$ cat src/rtl/collision_pkg.sv
// Shared constants and FSM state type for the sprite collision detector.
package collision_pkg;

  // Default raster geometry, shared with the sprite mask renderers
  localparam int DEF_ACTIVE_H = 1280;
  localparam int DEF_ACTIVE_V = 720;

  // Widths of the raster position counters
  localparam int HCNT_W = 11;
  localparam int VCNT_W = 10;

  typedef enum logic [2:0] {
    IDLE,
    ARMED,
    ACCUM,
    EVAL,
    HIT
  } state_e;

endpackage

$ cat src/rtl/sprite_collision_detector_sat_counter.sv
// Saturating up-counter: clear to zero, load a 0/1 seed, or increment
// without ever wrapping past all-ones.
module sat_counter #(
  parameter int W = 16
) (
  input  logic         clk,
  input  logic         rst,
  input  logic         clear,
  input  logic         load,
  input  logic         inc,
  output logic [W-1:0] count
);

  localparam logic [W-1:0] MAX_CNT = '1;

  logic [W-1:0] count_q;
  logic [W-1:0] count_d;

  // Next count: clear dominates load, load dominates increment
  always_comb begin
    count_d = count_q;
    if (clear) begin
      count_d = '0;
    end else if (load) begin
      count_d = W'(inc);
    end else if (inc && (count_q != MAX_CNT)) begin
      count_d = count_q + W'(1);
    end
  end

  // Count register
  always_ff @(posedge clk) begin
    if (rst) begin
      count_q <= '0;
    end else begin
      count_q <= count_d;
    end
  end

  assign count = count_q;

endmodule

$ cat src/rtl/sprite_collision_detector.sv
// Counts player/obstacle mask overlap pixels over one active frame and
// latches a collision flag when the frame count reaches THRESHOLD.
module sprite_collision_detector
  import collision_pkg::*;
#(
  parameter int ACTIVE_H  = DEF_ACTIVE_H,
  parameter int ACTIVE_V  = DEF_ACTIVE_V,
  parameter int THRESHOLD = 16,
  parameter int CNT_W     = 16
) (
  input  logic              pixel_clk_in,
  input  logic              rst_in,
  input  logic [HCNT_W-1:0] hcount_in,
  input  logic [VCNT_W-1:0] vcount_in,
  input  logic              player_draw_in,
  input  logic              obstacle_draw_in,
  input  logic              enable_in,
  input  logic              clear_in,
  output logic              collision_out,
  output logic              hit_pulse_out,
  output logic              frame_done_out,
  output logic [CNT_W-1:0]  overlap_count_out
);

  localparam logic [HCNT_W-1:0] H_LIM = HCNT_W'(ACTIVE_H);
  localparam logic [VCNT_W-1:0] V_LIM = VCNT_W'(ACTIVE_V);
  localparam logic [CNT_W-1:0]  TH    = CNT_W'(THRESHOLD);

  state_e state_q, state_d;

  logic start_p0_d, start_p0_q;
  logic end_p0_d, end_p0_q;
  logic ovl_p0_d, ovl_p0_q;

  logic acc_clear, acc_load;
  logic [CNT_W-1:0] acc;
  logic hit_now;

  logic collision_d, collision_q;
  logic hit_pulse_d, hit_pulse_q;
  logic frame_done_d, frame_done_q;
  logic [CNT_W-1:0] count_d, count_q;

  // Decode raster markers and gated overlap for the current pixel
  always_comb begin
    start_p0_d = (hcount_in == '0) && (vcount_in == '0);
    end_p0_d   = (hcount_in == '0) && (vcount_in == V_LIM);
    ovl_p0_d   = player_draw_in && obstacle_draw_in &&
                 (hcount_in < H_LIM) && (vcount_in < V_LIM);
  end

  // Stage p0: registered markers (control) and overlap bit (data)
  always_ff @(posedge pixel_clk_in) begin
    if (rst_in) begin
      start_p0_q <= 1'b0;
      end_p0_q   <= 1'b0;
    end else begin
      start_p0_q <= start_p0_d;
      end_p0_q   <= end_p0_d;
    end
    ovl_p0_q <= ovl_p0_d;
  end

  // Overlap accumulator; ARMED/ACCUM seed it on a start marker
  sat_counter #(
    .W(CNT_W)
  ) u_acc (
    .clk  (pixel_clk_in),
    .rst  (rst_in),
    .clear(acc_clear),
    .load (acc_load),
    .inc  (ovl_p0_q),
    .count(acc)
  );

  assign hit_now = (acc >= TH);

  // FSM state register
  always_ff @(posedge pixel_clk_in) begin
    if (rst_in) begin
      state_q <= IDLE;
    end else begin
      state_q <= state_d;
    end
  end

  // FSM next state; dropping enable wins over every other event
  always_comb begin
    state_d = state_q;
    if (!enable_in) begin
      state_d = IDLE;
    end else begin
      case (state_q)
        IDLE:    state_d = ARMED;
        ARMED:   if (start_p0_q) state_d = ACCUM;
        ACCUM:   if (end_p0_q) state_d = EVAL;
        EVAL:    state_d = hit_now ? HIT : ARMED;
        HIT:     if (clear_in) state_d = ARMED;
        default: state_d = IDLE;
      endcase
    end
  end

  // FSM outputs: accumulator control and next values of the result registers
  always_comb begin
    acc_load     = enable_in && start_p0_q &&
                   ((state_q == ARMED) || (state_q == ACCUM));
    acc_clear    = !enable_in || ((state_q != ACCUM) && !acc_load);
    collision_d  = collision_q;
    hit_pulse_d  = 1'b0;
    frame_done_d = 1'b0;
    count_d      = count_q;
    if (!enable_in) begin
      collision_d = 1'b0;
    end else if (state_q == EVAL) begin
      count_d      = acc;
      frame_done_d = 1'b1;
      if (hit_now) begin
        collision_d = 1'b1;
        hit_pulse_d = 1'b1;
      end
    end else if ((state_q == HIT) && clear_in) begin
      collision_d = 1'b0;
    end
  end

  // Stage p1: registered results presented to the game FSM
  always_ff @(posedge pixel_clk_in) begin
    if (rst_in) begin
      collision_q  <= 1'b0;
      hit_pulse_q  <= 1'b0;
      frame_done_q <= 1'b0;
      count_q      <= '0;
    end else begin
      collision_q  <= collision_d;
      hit_pulse_q  <= hit_pulse_d;
      frame_done_q <= frame_done_d;
      count_q      <= count_d;
    end
  end

  assign collision_out     = collision_q;
  assign hit_pulse_out     = hit_pulse_q;
  assign frame_done_out    = frame_done_q;
  assign overlap_count_out = count_q;

endmodule
$ cat config.mk
export PLATFORM = sky130hd
export DESIGN_NAME = sprite_collision_detector
export DESIGN_NICKNAME = d
export VERILOG_FILES = /design/src/rtl/collision_pkg.sv /design/src/rtl/sprite_collision_detector_sat_counter.sv /design/src/rtl/sprite_collision_detector.sv
export SDC_FILE = /design/constraint.sdc
export NUM_CORES = 1
export LEC_CHECK = 0
export ABC_AREA = 1
export BUFFER_PORTS_ARGS = -buffer_cell sky130_fd_sc_hd__buf_4
export CAP_MARGIN = 20
export CELL_PAD_IN_SITES_DETAIL_PLACEMENT = 1
export CELL_PAD_IN_SITES_GLOBAL_PLACEMENT = 2
export CORE_MARGIN = 8
export CORE_UTILIZATION = 31
export CTS_BUF_LIST = sky130_fd_sc_hd__clkbuf_16
export CTS_CLUSTER_DIAMETER = 50
export DETAILED_ROUTE_END_ITERATION = 10
export PLACE_DENSITY = 0.82
export SETUP_SLACK_MARGIN = 0.05
export SLEW_MARGIN = 20
export SYNTH_ARGS = -nofsm -noshare
export SYNTH_HDL_FRONTEND = slang
export SYNTH_SLANG_ARGS = --single-unit
$ cat constraint.sdc
create_clock -name pixel_clk_in -period 2.6 [get_ports pixel_clk_in]
set_input_delay 0.52 -clock pixel_clk_in [delete_from_list [all_inputs] [get_ports pixel_clk_in]]
set_output_delay 0.52 -clock pixel_clk_in [all_outputs]
set_load 0.02 [all_outputs]
==> results of run 1 <==
==> path summary, 6_finish.rpt <==
check                                                        from                                 to  slack, ps  cells past startpoint
worst max-delay path                      state_q[2]$_SDFFE_PP0P_  overlap_count_out[9]$_SDFFE_PP0P_        850                      7
worst min-delay path                                 vcount_in[9]                   ovl_p0_q$_DFF_P_        450                      2
worst max register to register            state_q[2]$_SDFFE_PP0P_  overlap_count_out[9]$_SDFFE_PP0P_        850                      7
worst min register to register  overlap_count_out[2]$_SDFFE_PP0P_  overlap_count_out[2]$_SDFFE_PP0P_        490                      2
==> power breakdown <==
part | leakage (nW) | internal, mW | switching [mW]
clock | 0.0696 | 0.352 | 0.241
combinational | 0.639 | 0.0394 | 0.0365
sequential | 0.331 | 0.632 | 0.00367
==> state kept, by name, indices dropped and copies added (netlist names) <==
signal / count
collision_out: 1
end_p0_q: 1
u_acc.count: 16
overlap_count_out: 16
ovl_p0_q: 1
frame_done_out: 1
state_q: 3
hit_pulse_out: 1
start_p0_q: 1
==> final cells by class <==
| class | count | area share, % |
|---|---|---|
| Timing Repair Buffer | 47 | 13.8 |
| Multi-Input combinational cell | 208 | 39.8 |
| Clock inverter | 3 | 0.686 |
| Tap cell | 77 | 3.77 |
| Clock buffer | 5 | 4.90 |
| Sequential cell | 41 | 32.2 |
| Inverter | 33 | 4.85 |
==> kinds of logic after synthesis <==
group / Yosys count / share of synthesized area, %
AO/OA/AOI/OAI: 52 / 14.0
flip-flops: 41 / 40.7
XOR/XNOR: 5 / 2.17
buffers and inverters: 40 / 8.82
AND/OR/NAND/NOR: 149 / 33.0
adder cells (fa/ha/maj): 2 / 1.24
==> metrics by stage <==
step	utilization [%]	hold WS (ps)	instance area, µm²	worst slack [ps]	instances
2_1_floorplan	-	476	2010	1150	289
3_3_place_gp	38.2	477	2410	807	406
3_5_place_dp	38.2	482	2410	825	406
4_1_cts	40.4	449	2550	850	414
5_1_grt	40.4	451	2550	572	414
6_report	40.4	446	2550	849	414
==> routing by layer <==
layer,GRT usage [%],vias up
met5,0,-
li1,-,1029
met2,19.2,44
met3,3.63,5
met1,16.1,933
met4,2.49,0
==> cell usage after synthesis <==
cell type and n:
sky130_fd_sc_hd__and2_1 1, sky130_fd_sc_hd__nand3_1 18, sky130_fd_sc_hd__clkbuf_1 1, sky130_fd_sc_hd__buf_6 2
sky130_fd_sc_hd__a22oi_1 1, sky130_fd_sc_hd__nand3_2 1, sky130_fd_sc_hd__nand2_2 4, sky130_fd_sc_hd__nand3b_1 1
sky130_fd_sc_hd__nand4_1 9, sky130_fd_sc_hd__inv_1 33, sky130_fd_sc_hd__buf_2 1, sky130_fd_sc_hd__o21ai_0 18
sky130_fd_sc_hd__o21a_1 1, sky130_fd_sc_hd__nor2_2 5, sky130_fd_sc_hd__a21boi_0 1, sky130_fd_sc_hd__ha_1 2
sky130_fd_sc_hd__nor3_1 5, sky130_fd_sc_hd__nand2_1 63, sky130_fd_sc_hd__nor2_4 1, sky130_fd_sc_hd__xor2_1 5
sky130_fd_sc_hd__or2_2 2, sky130_fd_sc_hd__nor2_1 36, sky130_fd_sc_hd__buf_4 3, sky130_fd_sc_hd__dfxtp_1 41
sky130_fd_sc_hd__nor4_1 3, sky130_fd_sc_hd__a21oi_2 3, sky130_fd_sc_hd__a211oi_1 1, sky130_fd_sc_hd__a21oi_1 27
==> worst max-delay path, stage by stage (launching register included) <==
cell                      delay [ps]
sky130_fd_sc_hd__dfxtp_1         320
sky130_fd_sc_hd__inv_1           110
sky130_fd_sc_hd__nand2_1          80
sky130_fd_sc_hd__nor2_1          160
sky130_fd_sc_hd__nand2_1         130
sky130_fd_sc_hd__inv_1           550
sky130_fd_sc_hd__o21ai_0         180
sky130_fd_sc_hd__a21oi_1         130
==> out/results.md, run 1 <==
| Parameter | This run |
|---|---|
| Headroom to the max-slew limit | 52.6% |
| Total GRT Usage | 12.2% |
| Number of diodes | 0 |
| Source-to-sink clock delay at the later pin of the worst-skew pair | 280 ps |
| Total I/O pin count | 46 |
| Total power density per cell area | 511 mW/mm² |
| Distinct cell type count of the synthesized netlist | 28 |
| Routed metal-1 wirelength | 2840 µm |
| Peak VDD IR | 0.315 mV |
| DR WL/cell | 13.6 µm |
| Met3 routed WL | 287 µm |
| Syn-to-layout area delta | 26.7% |
| Area fraction of the dominant cell type after synthesis | 40.7% |
| Final worst path period share | 67.3% |
| Port bufs | 45 |
| Fraction of layout cells with a size suffix above 1 | 21.1% |
| Number of nets in the final layout | 365 |
| Count of routing violations after the opening detailed-route iteration | 79 |
| Global-route wire length before repair | 9870 µm |
| Ratio of routed vias to standard cells | 4.86 |
| Actual transition at the worst max-transition pin | 711 ps |
| Count of cells resized by post-cts repair | 0 |
| Period minus WS final | 1750 ps |
| Kind of start point of the critical path | register |
| H-tree level count | 2 |
| Main area contributors after synthesis | sky130_fd_sc_hd__dfxtp_1 41%, sky130_fd_sc_hd__nand2_1 12%, sky130_fd_sc_hd__a21oi_1 6.7% |
| Die Y | 96.6 µm |
| Setup repair after global routing missed its margin | false |
| Overall Power | 1.30 mW |
| Highest metal layer with signal wires | met4 |
| Combined area of all synthesized cells | 0.00201 mm² |
| Final estimated routing congestion in global placement | 0.824 |
| Standard-cell row count | 29 |
| Clock edge transition at the registers on the reported setup and hold paths | 60 ps |
| CTS Root Cell | sky130_fd_sc_hd__clkbuf_16 |
| Most common cell after layout, fill and taps aside | sky130_fd_sc_hd__nand2_1 |
| Critical path data required time | 2810 ps |
| Overflow left after global routing | 0 |
| Number of buffers added to fix hold violations after cts | 0 |
| Post-Syn Area per Cell | 6.97 µm² |
| Total number of vias | 2011 |
| Commonest non-fill, non-tap cells in the layout | 63 x sky130_fd_sc_hd__nand2_1, 47 x sky130_fd_sc_hd__buf_4, 41 x sky130_fd_sc_hd__dfxtp_1, 36 x sky130_fd_sc_hd__nor2_1, 33 x sky130_fd_sc_hd__inv_1 |
| Remaining DRCs | 0 |
| Total leakage power | 1.04 nW |
| Worst setup path class | register to register |
| Largest area contributor in the netlist | sky130_fd_sc_hd__dfxtp_1 |
| Pre-Repair DR Iteration Count | 4 |
| Share of the yosys chip area belonging to registers | 40.7% |
| Die outline width | 96.6 µm |
| Count of yosys warnings during synthesis | 0 |
| Accumulated negative setup slack | 0 ps |
| Total Die Area | 0.00933 mm² |
| Routed Wire Length | 5650 µm |
| Setup skew after layout | 6.11 ps |
| Maxcap violations | 0 |
| Number of buffers created by CTS | 5 |
| Final setup violation count | 0 |
| Clock tree from TritonCTS | built |
| Highest net fanout along the worst path | 29 |
| Synthesized flop and latch total | 41 |
| Clock sinks | 41 |
| CP arrival | 1960 ps |
| Run status | completed |
| Type of destination of the critical path | register |
| Number of filler cells placed in the layout | 838 |
| Met2 Routed Length | 2480 µm |
| Number of global-route vias before repair | 2096 |
| Post-synthesis cell count | 289 |
| Maximum clock frequency | 0.571 GHz |
| Area of the multi-input gates | 0.00102 mm² |
| Largest net degree at the start of global routing | 30 |
| Reg area | 821 µm² |
| Count of antenna-violating nets left after detailed routing | 0 |
| Number of antenna violations at the first check in global routing | 0 |
| Syn_nets | 318 |
| Final hold violations | 0 |
| Final-report max-slew violation count | 0 |
| Initial Util | 31.9% |
| Hold crit path type | input port to register |
| Number of buffers between clock root and the deepest sink | 2 |
| Number of post-CTS setup repair buffers | 0 |
| Placed wire-length estimate after detailed placement | 4550 µm |
| Core Footprint | 0.00631 mm² |
(Power assumes the default switching activity.)
==> run 2: changes to the inputs <==
- ABC_AREA: 1 -> 0
- CORE_UTILIZATION: 31 -> 30
- PLACE_DENSITY: 0.82 -> 0.77
- clock period: 2.6 -> 1.8 ns (I/O delays scaled with it)
==> out/results.md, run 2 <==
| Parameter | This run |
|---|---|
| Overflow left after global routing | 0 |
| Number of buffers created by CTS | 5 |
| Number of global-route vias before repair | 1848 |
| Count of antenna-violating nets left after detailed routing | 0 |
| Final worst path period share | 90.8% |
| Run status | completed |
| Ratio of routed vias to standard cells | 4.90 |
| Largest net degree at the start of global routing | 20 |
| Final hold violations | 0 |
| Number of antenna violations at the first check in global routing | 0 |
| Most instantiated flip-flop cell in the synthesis netlist | sky130_fd_sc_hd__dfxtp_1 |
| Post-synthesis cell count | 230 |
| Cell with the most instances after synthesis | sky130_fd_sc_hd__nand2_1 |
| Synth cell count leaders | 43 x sky130_fd_sc_hd__nand2_1, 41 x sky130_fd_sc_hd__dfxtp_1, 25 x sky130_fd_sc_hd__a21oi_1 |
| Count of yosys warnings during synthesis | 0 |
| Count of buffering cells on the critical path with inverters included | 1 |
| Clock tree from TritonCTS | built |
| H-tree level count | 2 |
| Main area contributors after synthesis | sky130_fd_sc_hd__dfxtp_1 44%, sky130_fd_sc_hd__nand2_1 8.7%, sky130_fd_sc_hd__a21oi_1 6.7% |
| Total GRT Usage | 12.1% |
| Number of buffers added to fix hold violations after cts | 0 |
| Highest net fanout along the worst path | 8 |
| Distinct cell type count of the synthesized netlist | 37 |
| Total leakage power | 0.978 nW |
| Global-route wire length before repair | 8490 µm |
| Total number of vias | 1818 |
| Syn_nets | 259 |
| Accumulated negative setup slack | 0 ps |
| Final instance count without filler cells | 371 |
| Number of filler cells placed in the layout | 748 |
| Syn-to-layout area delta | 39.7% |
| Count of routing violations after the opening detailed-route iteration | 40 |
| Final setup violation count | 0 |
| Maxcap violations | 0 |
| DR WL/cell | 14.0 µm |
| Remaining DRCs | 0 |
| Placed wire-length estimate after detailed placement | 4170 µm |
| Biggest cell delay along the critical path | 440 ps |
| Core Footprint | 0.00596 mm² |
| Setup repair after global routing missed its margin | true |
| Cells along the critical path | or2b_1 > or3_1 > buf_4 > nor3_1 |
| Reg area | 821 µm² |
| Period minus WS final | 1630 ps |
| Total I/O pin count | 46 |
| Source-to-sink clock delay at the later pin of the worst-skew pair | 280 ps |
| Area fraction of the dominant cell type after synthesis | 44.1% |
| Final cell utilization of the core | 43.6% |
| Fraction of registers with async set or reset after synthesis | 0% |
| Post-Syn Area per Cell | 8.08 µm² |
| Worst setup path class | register to register |
| Pre-Repair DR Iteration Count | 4 |
| Slowest cell on the critical path | sky130_fd_sc_hd__dfxtp_1 |
| Kind of start point of the critical path | register |
| Number of nets in the final layout | 324 |
| Share of the yosys chip area belonging to registers | 44.1% |
| Count of cells resized by post-cts repair | 0 |
| Number of diodes | 0 |
| Initial Util | 31.2% |
| Number of buffers between clock root and the deepest sink | 2 |
| Commonest non-fill, non-tap cells in the layout | 70 x sky130_fd_sc_hd__buf_4, 43 x sky130_fd_sc_hd__nand2_1, 41 x sky130_fd_sc_hd__dfxtp_1, 25 x sky130_fd_sc_hd__a21oi_1, 23 x sky130_fd_sc_hd__nor2_1 |
| Total placed cells including tap cells | 363 |
| Hold crit path type | input port to register |
| Largest area contributor in the netlist | sky130_fd_sc_hd__dfxtp_1 |
| Port bufs | 45 |
| Overall Power | 2.00 mW |
| Final estimated routing congestion in global placement | 0.768 |
| Clock sinks | 41 |
| Combined area of all synthesized cells | 0.00186 mm² |
| CTS Root Cell | sky130_fd_sc_hd__clkbuf_16 |
| CP arrival | 1830 ps |
| Synthesized flop and latch total | 41 |
| Clock edge transition at the registers on the reported setup and hold paths | 60 ps |
| Maximum clock frequency | 0.612 GHz |
| Die Y | 94.7 µm |
| Area of the multi-input gates | 976 µm² |
| Die outline width | 94.7 µm |
| Total power density per cell area | 769 mW/mm² |
| Routed Wire Length | 5200 µm |
| Type of destination of the critical path | register |
| Most common cell after layout, fill and taps aside | sky130_fd_sc_hd__buf_4 |
| Final-report max-slew violation count | 0 |
| Number of post-CTS setup repair buffers | 0 |
| Headroom to the max-slew limit | 60.6% |
| Hold slack | 266 ps |
| Number of enable flip-flop cells after synthesis | 0 |
| Actual transition at the worst max-transition pin | 590 ps |
| Total Die Area | 0.00897 mm² |
| Critical path data required time | 2000 ps |
| Fraction of layout cells with a size suffix above 1 | 29.1% |
| Kind of cell adding the most delay to the critical path | simple AND/OR/NAND/NOR gates |
| Standard-cell row count | 28 |
| Setup skew after layout | 3.66 ps |
| Peak VDD IR | 0.478 mV |
[run 2: cell count changes after synthesis, sizes merged, moves of 5 or more]
cell	delta
clkbuf	+10
nand2	-24
nor2	-18
buf	-6
nor4	+8
nand3	-11
a21oi	-5
o21ai	-16
nand2b	+5
inv	-29
[run 2: logic make-up (layout without fill, tap and decap cells)]
group           after synthesis  count (layout)  share of synthesized area [%]
compound gates               34              34                           10.2
mux                           2               2                           1.08
xor+xnor                     10              10                           4.71
fa+ha+maj                     2               2                           1.35
simple gates                125             125                           34.2
flops                        41              41                           44.1
buf+inv                      16              82                           4.37
[run 2: per-stage QoR]
stage	cell area (µm²)	worst slack, ps
floorplan	1870	70.0
global placement	2420	103
detailed placement	2420	40.2
CTS	2580	136
global route	2600	33.4
finish	2600	166
[run 2: cell type report]
cell class / count / area share [%]
Sequential cell: 41 / 31.6
Timing Repair Buffer: 70 / 20.2
Multi-Input combinational cell: 173 / 37.6
Inverter: 4 / 0.578
Tap cell: 75 / 3.61
Clock inverter: 3 / 1.59
Clock buffer: 5 / 4.82
[run 2: worst paths after layout]
check                               startpoint                                end  slack (ps)  depth (start not counted)
max reg2reg            state_q[1]$_SDFFE_PP0P_       u_acc.count[14]$_SDFFE_PP0P_         170                          4
min                               vcount_in[9]                   ovl_p0_q$_DFF_P_         270                          2
max                    state_q[1]$_SDFFE_PP0P_       u_acc.count[14]$_SDFFE_PP0P_         170                          4
min reg2reg  overlap_count_out[8]$_SDFFE_PP0P_  overlap_count_out[8]$_SDFFE_PP0P_         450                          2
[run 2: worst register-to-register path, stage by stage, from the launching register on]
cell                      delay (ps)
sky130_fd_sc_hd__dfxtp_1         440
sky130_fd_sc_hd__or2b_1          300
sky130_fd_sc_hd__or3_1           420
sky130_fd_sc_hd__buf_4           190
sky130_fd_sc_hd__nor3_1          200
[run 2: power by group]
group | switching, mW | total [mW] | leakage (nW) | internal, mW
combinational | 0.0295 | 0.0792 | 0.570 | 0.0497
clock | 0.355 | 1.00 | 0.0775 | 0.649
sequential | 0.00364 | 0.913 | 0.330 | 0.910
[run 2: per-layer routing]
layer	wire [µm]	vias up	track usage, %
met5	0	-	0
met3	313	9	3.33
li1	-	923	-
met4	89	0	5.46
met2	2310	39	18.8
met1	2490	847	15.3
==> run 3: changes to the inputs <==
- ABC_AREA: 0 -> 1
- CORE_ASPECT_RATIO: not set -> 0.9
- CORE_UTILIZATION: 30 -> 29
- PLACE_DENSITY: 0.77 -> 0.78
==> out/results.md, run 3 (same netlist as run 1, synthesis figures left out) <==
| Parameter | This run |
|---|---|
| Hold slack | 288 ps |
| Die outline width | 104 µm |
| H-tree level count | 2 |
| Worst setup path class | register to register |
| Count of routing violations after the opening detailed-route iteration | 61 |
| Final estimated routing congestion in global placement | 0.780 |
| Total I/O pin count | 46 |
| Fraction of layout cells with a size suffix above 1 | 22.4% |
| Standard-cell row count | 29 |
| Final setup violation count | 0 |
| Routed Wire Length | 5740 µm |
| Number of filler cells placed in the layout | 885 |
| Syn-to-layout area delta | 32.1% |
| Number of global-route vias before repair | 1966 |
| Commonest non-fill, non-tap cells in the layout | 62 x sky130_fd_sc_hd__nand2_1, 52 x sky130_fd_sc_hd__buf_4, 41 x sky130_fd_sc_hd__dfxtp_1, 36 x sky130_fd_sc_hd__nor2_1, 33 x sky130_fd_sc_hd__inv_1 |
| Final-report max-slew violation count | 0 |
| Kind of start point of the critical path | register |
| Total power density per cell area | 763 mW/mm² |
| Die Y | 95.1 µm |
| Actual transition at the worst max-transition pin | 419 ps |
| Core Footprint | 0.00689 mm² |
| Number of buffers added to fix hold violations after cts | 0 |
| Final instance count without filler cells | 436 |
| Post-Place Setup Slack | -5.72 ps |
| Overflow left after global routing | 0 |
| Type of destination of the critical path | register |
| Setup repair after global routing missed its margin | false |
| Number of buffers between clock root and the deepest sink | 2 |
| DR WL/cell | 13.2 µm |
| Final worst slack | 260 ps |
| Setup skew after layout | 4.02 ps |
| Final hold violations | 0 |
| Pre-Repair DR Iteration Count | 4 |
| Ratio of routed vias to standard cells | 4.59 |
| CTS Root Cell | sky130_fd_sc_hd__clkbuf_16 |
| Count of antenna-violating nets left after detailed routing | 0 |
| Total leakage power | 1.08 nW |
| Peak VDD IR | 0.359 mV |
| Total number of vias | 2002 |
| Clock edge transition at the registers on the reported setup and hold paths | 60 ps |
| Number of antenna violations at the first check in global routing | 0 |
| Hold crit path type | input port to register |
| Highest net fanout along the worst path | 17 |
| Port bufs | 45 |
| Source-to-sink clock delay at the later pin of the worst-skew pair | 280 ps |
| Maxcap violations | 0 |
| Most common cell after layout, fill and taps aside | sky130_fd_sc_hd__nand2_1 |
| Number of nets in the final layout | 371 |
| Final cell utilization of the core | 38.6% |
| Remaining DRCs | 0 |
| Placed wire-length estimate after detailed placement | 4580 µm |
| Global-route wire length before repair | 9280 µm |
| Clock tree from TritonCTS | built |
| Period minus WS final | 1540 ps |
| Total placed cells including tap cells | 428 |
| Headroom to the max-slew limit | 72.0% |
| Largest net degree at the start of global routing | 28 |
| Overall Power | 2.03 mW |
| Final worst path period share | 85.6% |
| Critical path data required time | 1960 ps |
| Clock sinks | 41 |
| Initial Util | 29.2% |
| CP arrival | 1700 ps |
| Run status | completed |
| Maximum clock frequency | 0.649 GHz |
| Number of diodes | 0 |
| Total GRT Usage | 11.5% |
| Total Die Area | 0.00987 mm² |
| Number of buffers created by CTS | 5 |
-- run 3: cell count changes in the layout (fill, tap and decap cells not counted), sizes merged, moves of 3 or more --
cell / before / now
or3: 4 / 0
nor3: 8 / 5
nor4: 11 / 3
nand3: 8 / 19
nor2: 24 / 42
nand2: 43 / 67
nand2b: 5 / 0
inv: 4 / 33
xnor2: 4 / 0
buf: 70 / 53
a21oi: 25 / 30
o21ai: 2 / 18
or2b: 3 / 0
-- run 3: final timing paths --
check	startpoint	to	slack, ps	cells past startpoint
min	vcount_in[9]	ovl_p0_q$_DFF_P_	290	2
max reg2reg	u_acc.count[0]$_SDFFE_PP0P_	u_acc.count[1]$_SDFFE_PP0P_	260	8
min reg2reg	overlap_count_out[13]$_SDFFE_PP0P_	overlap_count_out[13]$_SDFFE_PP0P_	500	2
max	u_acc.count[0]$_SDFFE_PP0P_	u_acc.count[1]$_SDFFE_PP0P_	260	8
-- run 3: final cells by class --
cell class                      instances  area [µm²]  area share (%)
Multi-Input combinational cell        208        1020            38.5
Inverter                               33         124            4.65
Tap cell                               93         116            4.37
Sequential cell                        41         821            30.8
Clock buffer                            5         125            4.70
Timing Repair Buffer                   53         410            15.4
Clock inverter                          3        41.3            1.55
-- run 3: critical path, stage by stage (launching register included) --
cell                      delay, ps
sky130_fd_sc_hd__dfxtp_1        390
sky130_fd_sc_hd__ha_1           190
sky130_fd_sc_hd__inv_1           50
sky130_fd_sc_hd__nor2_2         150
sky130_fd_sc_hd__nand2_2         90
sky130_fd_sc_hd__nor2_2         150
sky130_fd_sc_hd__nor2_4         110
sky130_fd_sc_hd__o21ai_0        220
sky130_fd_sc_hd__nor2_1          60
-- run 3: where the power goes --
part	switching [mW]	total, mW	internal [mW]
clock network	0.351	0.999	0.649
logic	0.0550	0.114	0.0594
registers	0.00478	0.918	0.913
total	0.410	2.03	1.62
-- run 3: through the flow --
stage / instance area, µm² / TNS, ps
2_1_floorplan: 2010 / 0
3_3_place_gp: 2490 / 0
3_5_place_dp: 2490 / -5.72
4_1_cts: 2660 / 0
5_1_grt: 2660 / 0
6_report: 2660 / 0
-- run 3: layer usage --
layer / share of wire [%] / track usage, % / wire length (µm) / up-vias
met4: 0.70 / 2.53 / 40 / 0
met5: 0 / 0 / 0 / -
met2: 46 / 19.3 / 2630 / 22
met3: 3.5 / 3.24 / 201 / 4
li1: - / - / - / 1045
met1: 50 / 14.4 / 2870 / 931
-- run 3: repair_timing --
item | CTS | global route
resized for setup | 1 | 1
buffers inserted | 0 | 0
endpoints found under the setup margin | 5 | 9
